## config.mk

```make
export PLATFORM = sky130hd
export DESIGN_NAME = reg_file_mp
export DESIGN_NICKNAME = d
export VERILOG_FILES = /design/src/rtl/reg_file_mp.sv
export SDC_FILE = /design/constraint.sdc
export NUM_CORES = 1
export LEC_CHECK = 0
export CAP_MARGIN = 20
export CORE_ASPECT_RATIO = 1.5
export CORE_MARGIN = 10
export CORE_UTILIZATION = 51
export CTS_BUF_LIST = sky130_fd_sc_hd__clkbuf_8 sky130_fd_sc_hd__clkbuf_16
export CTS_CLUSTER_DIAMETER = 100
export DETAILED_ROUTE_END_ITERATION = 7
export PLACE_DENSITY = 0.7
export SKIP_CTS_REPAIR_TIMING = 1
export SLEW_MARGIN = 20
export SYNTH_ARGS = -nofsm -noshare
export SYNTH_HDL_FRONTEND = slang
export SYNTH_SLANG_ARGS = --single-unit
```

## constraint.sdc

```tcl
create_clock -name CLK -period 4.7 [get_ports CLK]
set_clock_uncertainty 0.15 [all_clocks]
set_input_delay 0.705 -clock CLK [delete_from_list [all_inputs] [get_ports CLK]]
set_output_delay 0.705 -clock CLK [all_outputs]
set_load 0.005 [all_outputs]
```

## src/rtl/reg_file_mp.sv

```systemverilog
// rtl/reg_file_mp.sv - multi-read-port register file with write-first bypass and pending scoreboard
// Optional: define REG_FILE_ZERO_REG_EN to hardwire register 0 to zero.
module reg_file_mp #(
  parameter int DATA_W = 8,
  parameter int ADDR_W = 3,
  parameter int NREAD  = 2
) (
  input  logic                      CLK,
  input  logic                      RESET,
  input  logic                      WRITE,
  input  logic [ADDR_W-1:0]         INADDRESS,
  input  logic [DATA_W-1:0]         IN,
  input  logic                      SET_PEND,
  input  logic [ADDR_W-1:0]         PENDADDRESS,
  input  logic [NREAD*ADDR_W-1:0]   OUTADDRESS,
  output logic [NREAD*DATA_W-1:0]   OUT,
  output logic [NREAD-1:0]          OUTPEND,
  output logic                      ANYPEND
);

  localparam int DEPTH = 1 << ADDR_W;

`ifdef REG_FILE_ZERO_REG_EN
  localparam bit ZERO_REG = 1'b1;
`else
  localparam bit ZERO_REG = 1'b0;
`endif

  logic [DATA_W-1:0]       regs_q [DEPTH];
  logic [DATA_W-1:0]       regs_d [DEPTH];
  logic [DEPTH-1:0]        pend_q, pend_d;
  logic [NREAD*DATA_W-1:0] out_q, out_d;
  logic [NREAD-1:0]        outpend_q, outpend_d;
  logic                    anypend_q, anypend_d;
  logic                    wr_en, set_en;

  // With the zero register enabled, r0 simply never accepts a write or a set.
  assign wr_en  = WRITE    && !(ZERO_REG && (INADDRESS == '0));
  assign set_en = SET_PEND && !(ZERO_REG && (PENDADDRESS == '0));

  // Reads see the post-edge state, which gives write-first bypass and set-wins for free.
  always_comb begin
    regs_d    = regs_q;
    pend_d    = pend_q;
    out_d     = '0;
    outpend_d = '0;
    if (wr_en) begin
      regs_d[INADDRESS] = IN;
      pend_d[INADDRESS] = 1'b0;
    end
    if (set_en) begin
      pend_d[PENDADDRESS] = 1'b1;
    end
    for (int k = 0; k < NREAD; k++) begin
      out_d[k*DATA_W +: DATA_W] = regs_d[OUTADDRESS[k*ADDR_W +: ADDR_W]];
      outpend_d[k]              = pend_d[OUTADDRESS[k*ADDR_W +: ADDR_W]];
    end
    anypend_d = |pend_d;
  end

  always_ff @(posedge CLK) begin
    if (RESET) begin
      for (int i = 0; i < DEPTH; i++) begin
        regs_q[i] <= '0;
      end
      pend_q    <= '0;
      out_q     <= '0;
      outpend_q <= '0;
      anypend_q <= 1'b0;
    end else begin
      for (int i = 0; i < DEPTH; i++) begin
        regs_q[i] <= regs_d[i];
      end
      pend_q    <= pend_d;
      out_q     <= out_d;
      outpend_q <= outpend_d;
      anypend_q <= anypend_d;
    end
  end

  assign OUT     = out_q;
  assign OUTPEND = outpend_q;
  assign ANYPEND = anypend_q;

endmodule

```

After elaboration in Yosys (flattened, before gate mapping). Index checks and enable logic that the tools add are counted. W data, S select, Z words.

Register bits after elaboration: 91. Input port bits: 24. Logic and storage cells: 52.

Muxes and demuxes: 20. $lt $le $gt $ge: 10. Bitwise logic cells: 6. Reductions and logical operators: 4.

Operators by type and width (number): $bwmux W64 (1); $mux W64 (1); $mux W8 (7); $bmux W8 S3 (2); $demux W8 S3 (1); $lt A3 B4 Y1 const B (4); $ge A4 B4 Y1 const B (3); $not A3 Y4 (3); $and A8 B8 Y8 (1); $not A8 Y8 (1); $or A8 B8 Y8 (1); $reduce_or A8 Y1 (1); $bmux W1 S3 (2); $demux W1 S3 (2); $ge A3 B1 Y1 const B (2); $lt A4 B1 Y1 const B (1); $mux W1 (4); $logic_and A1 B1 Y1 (3).

Longest topological paths before layout.
Depth after elaboration: 11. Depth in mapped cells: 8.

Worst setup path before layout. OpenSTA, ideal clock, no wires.

Path kind: in2reg. From: input port INADDRESS[0]. To: register outpend_q[0], in the netlist OUTPEND[0]. Stages on the path: 7. Arrival: 2.091 ns. Path slack: 2.343 ns. Cells stage by stage: buf_6 > or4b_1 > buf_2 > a22oi_4 > mux2i_1 > o211a_1 > a31o_1.

Cells in the longest elaborated chain, start to end: 11.

Ends and longest elaborated chain: start, declared (line 11) `input logic [ADDR_W-1:0] INADDRESS,`; $lt A3 B4 Y1 (not written as such) or $ge A3 B1 Y1 (tied branches) (line 49) `pend_d[INADDRESS] = 1'b0;`; $logic_and A1 B1 Y1 (not written as such) (line 49); $mux W1 (not written as such) (line 49); $demux W1 S3 * (line 49); $not A8 Y8 (no line) *; $and A8 B8 Y8 (no line) *; $mux W8 * (line 47) `if (wr_en) begin`; $or A8 B8 Y8 (no line); $mux W8 * (line 51) `if (set_en) begin`; $bmux W1 S3 * (line 56) `outpend_d[k] = pend_d[OUTADDRESS[k*ADDR_W +: ADDR_W]];`; $mux W1 (not written as such) * (line 56); end signal, assigned (line 76) `outpend_q <= outpend_d;`; end, declared (line 33) `logic [NREAD-1:0] outpend_q, outpend_d;`.

Mark *: on every way between the ends. The rest lies on a longest branch, timed or not. The select of a mux whose other input is x is not followed. A chain may end at the register's enable or synchronous reset.

Worst setup path after layout.
From: input port INADDRESS[1]. To: register out_q[8], in the netlist OUT[8].

Cells in the longest elaborated chain, start to end: 10.

Ends and longest elaborated chain: $not A3 Y4 (not written as such) * (line 48) `regs_d[INADDRESS] = IN;`; $ge A4 B4 Y1 (not written as such) or $lt A4 B1 Y1 (tied branches) (line 48); $logic_and A1 B1 Y1 (not written as such) (line 48); $mux W8 (not written as such) (line 48); $demux W8 S3 * (line 48); $bwmux W64 * (line 48); $mux W64 * (line 47); $bmux W8 S3 * (line 55) `out_d[k*DATA_W +: DATA_W] = regs_d[OUTADDRESS[k*ADDR_W +: ADDR_W]];`; $mux W8 (not written as such) * (2 in series) (line 55); end signal, assigned (line 75) `out_q <= out_d;`; end, declared (line 32) `logic [NREAD*DATA_W-1:0] out_q, out_d;`.

Marks and branches as above.

==> impl_metrics.json <==
{
  "status": "finished, final reports clean",
  "clock_sinks": 91,
  "nets": 612,
  "ys_async_sr_fraction": 0,
  "cp.arrival_ns": 3.47,
  "yosys_warnings": 0,
  "drt_iter0_drc": 530,
  "synth_edf_count": 0,
  "relSlewSlack": 0.261,
  "antenna_found_initial": 0,
  "gp_congestion": 0.899,
  "multi_input_comb_area_mm2": 0.00282,
  "drc": 0,
  "cts-root-buf": "clkbuf_16",
  "first_global_vias": 4371,
  "r2r-end": "OUT[10]$_SDFF_PP0_",
  "yosys-top-cells-area": "dfxtp_1 (37%), mux2i_1 (14%), nor2_1 (5.3%)",
  "fillerInstances": 870,
  "grt_usage": 0.216,
  "cts_made_buffers": 9,
  "min_path_cells": 2,
  "fin_setup_tns_ns": 0,
  "power.net_switching_uw": 497,
  "dieArea_mm2": 0.0140,
  "drive_gt1_frac": 0.0708,
  "rsz0062_at_grt": "false",
  "clockBufferDepth": 2,
  "final_cell_area_mm2": 0.00561,
  "avgSynthCellArea_um2": 8.48,
  "p_leak_nw": 2.26,
  "dpl.hpwl_um": 10700,
  "crit_type": "input port to register",
  "hold_path_class": "register to register",
  "boundaryPins": 43,
  "synth_top_area_cell": "dfxtp_1",
  "fin_cells": 705,
  "setup_viol": 0,
  "seq_area_mm2": 0.00182,
  "period_needed_ns": 3.38,
  "setup_ws_ns": 1.32,
  "clk_pin_slew_worst_paths_ns": 0.06,
  "clock_latency_ns": 0.35,
  "r2r_setup_slack_ns": 3.14,
  "cts_tree": "done",
  "fin_crit_sh": 0.719,
  "synth_top_area_share": 0.371,
  "peakVddDrop_v": 0.000233,
  "cp_max_fo": 13,
  "max_freq_ghz": 0.296,
  "finish.utilization": 0.599,
  "ant_nets": 0,
  "p_int_mw": 1.33,
  "ys.flop_type": "dfxtp_1",
  "htreeDepth": 3,
  "syn_inst": 580,
  "min_to": "regs_q[0]$_SDFF_PP0_",
  "dr.pass1.iters": 6,
  "synth_fp_nets": 604,
  "hold_ws_ns": 0.310,
  "seqPwrFrac": 0.443,
  "wl_per_cell_um": 22.0,
  "syn2layout_area_growth_pct": 14.0,
  "dpl_cell_area_mm2": 0.00531,
  "grt_max_degree": 45,
  "die_h_um": 140,
  "worst_r2r_path_depth": 4,
  "drv_cap": 0,
  "grt_overflow": 0,
  "hold_viol": 0,
  "dp_cells": 689,
  "switching_share": 0.272,
  "power_density_mw_per_mm2": 325,
  "initial_core_util": 0.525,
  "worstSetupStartpointType": "input port",
  "required_ns": 4.79,
  "endpoint_kind": "register",
  "pre_cts_ws_ns": 0.988,
  "hold_path_startpoint": "regs_q[0]$_SDFF_PP0_",
  "dieWidth_um": 100,
  "synth_area_mm2": 0.00492,
  "ys_ff_latch": 91,
  "portBuffers": 42,
  "combPwrFrac": 0.156,
  "yosysSeqAreaShare": 0.371,
  "vias": 4643,
  "maxSlewViolCount": 0,
  "placeableCoreArea_mm2": 0.00936,
  "grt_first_pass_wirelength_um": 23900,
  "wirelength_um": 15500,
  "finalPower_mw": 1.82,
  "synth_cell_types": 75,
  "worstMarginPinSlew_ns": 1.11,
  "via_per_inst": 6.59,
  "antenna_cells": 0,
  "rows": 43,
  "power_frac_clock": 0.401,
  "worstReg2RegStart": "regs_q[26]$_SDFF_PP0_"
}
[state kept, by name, indices dropped and copies added, names as in the netlist]
signal,count
ANYPEND,1
OUTPEND,2
OUT,16
regs_q,64
pend_q,8
[synth_stat cells, types with 3 or more instances]
library cell and instances:
a211oi_1 5, a21oi_1 40, a221oi_1 5, a311oi_1 4
a31oi_1 13, a32oi_1 5, buf_2 14, buf_4 4
clkbuf_1 37, dfxtp_1 91, inv_1 5, mux2_2 3
mux2i_1 70, nand2_1 66, nand2b_1 5, nand3_1 13
nand3b_1 4, nand4_1 5, nor2_1 69, nor2b_1 7
nor3_1 6, nor3b_1 3, nor4_1 4, o211ai_1 5
o21ai_0 9, o221ai_1 7, o22ai_1 6, o311ai_0 3
o31a_1 3, o31ai_1 3, o32a_1 4, or3_1 6
[worst max-delay path: stages]
cell and delay [ns]:
clkdlybuf4s50_1 0.71, buf_4 0.31, nand4b_2 0.51, nand2_1 0.42
o32ai_1 0.15, o31a_1 0.30, a2111oi_2 0.35
[cell families (layout without fill, tap and decap cells)]
kind of cell,after synthesis,after routing,share of synthesized area
AO/OA/AOI/OAI,141,141,0.207
XOR/XNOR,4,4,0.00866
buffers and inverters,63,76,0.0562
flip-flops,91,91,0.371
multiplexers,73,73,0.149
AND/OR/NAND/NOR,208,208,0.208
[layout make-up]
cell class | count | area share
well taps | 112 | 0.0250
clock buffers | 9 | 0.0402
inverters | 6 | 0.00402
repair buffers | 54 | 0.0902
flip-flops and latches | 91 | 0.325
multi-input cells | 426 | 0.503
clock inverters | 7 | 0.0132
[cell usage in the layout, fill, tap and decap left out, types with 5 or more instances in the layout]
cell type,synthesis,layout
inv_1,5,5
nor3_1,6,6
o21ai_0,9,9
nand3_1,13,13
buf_4,4,12
nand4_1,5,5
o22ai_1,6,6
o211ai_1,5,5
or3_1,6,6
dfxtp_1,91,91
a32oi_1,5,5
nand2b_1,5,5
nor2_1,69,69
clkdlybuf4s50_1,0,41
o221ai_1,7,7
nand2_1,66,66
a221oi_1,5,5
a21oi_1,40,40
a211oi_1,5,5
clkbuf_16,0,9
mux2i_1,70,70
nor2b_1,7,7
a31oi_1,13,13
[power by group through the flow]
stage | Sequential [mW] | Clock [mW] | Combinational (mW)
finish | 0.808 | 0.731 | 0.285
global route | 0.810 | 0.779 | 0.304
CTS | 0.808 | 0.743 | 0.280
detailed placement | 0.826 | 0 | 0.279
global placement | 0.825 | 0 | 0.277
floorplan | 0.824 | 0 | 0.175
[routing by layer]
layer | up-vias | part of all wire | GRT usage | routed length (µm)
met1 | 2190 | 0.38 | 0.243 | 5950
met5 | - | 0 | 0 | 0
li1 | 2146 | - | - | -
met2 | 231 | 0.49 | 0.355 | 7560
met4 | 0 | 0.061 | 0.140 | 941
met3 | 76 | 0.070 | 0.0512 | 1090
[how the worst max path moves through the flow]
stage                       startpoint                     to  slack (ns)  cells after the start
final                     INADDRESS[1]      OUT[8]$_SDFF_PP0_        1.32                      7
after floorplan           INADDRESS[0]  OUTPEND[0]$_SDFF_PP0_        2.34                      7
after detailed placement  INADDRESS[1]      OUT[8]$_SDFF_PP0_        0.99                      7
after global routing      INADDRESS[1]      OUT[8]$_SDFF_PP0_        1.16                      7
after global placement    INADDRESS[1]      OUT[8]$_SDFF_PP0_        1.03                      7
after CTS                 INADDRESS[1]      OUT[8]$_SDFF_PP0_        1.36                      7
(Power assumes the default switching activity.)
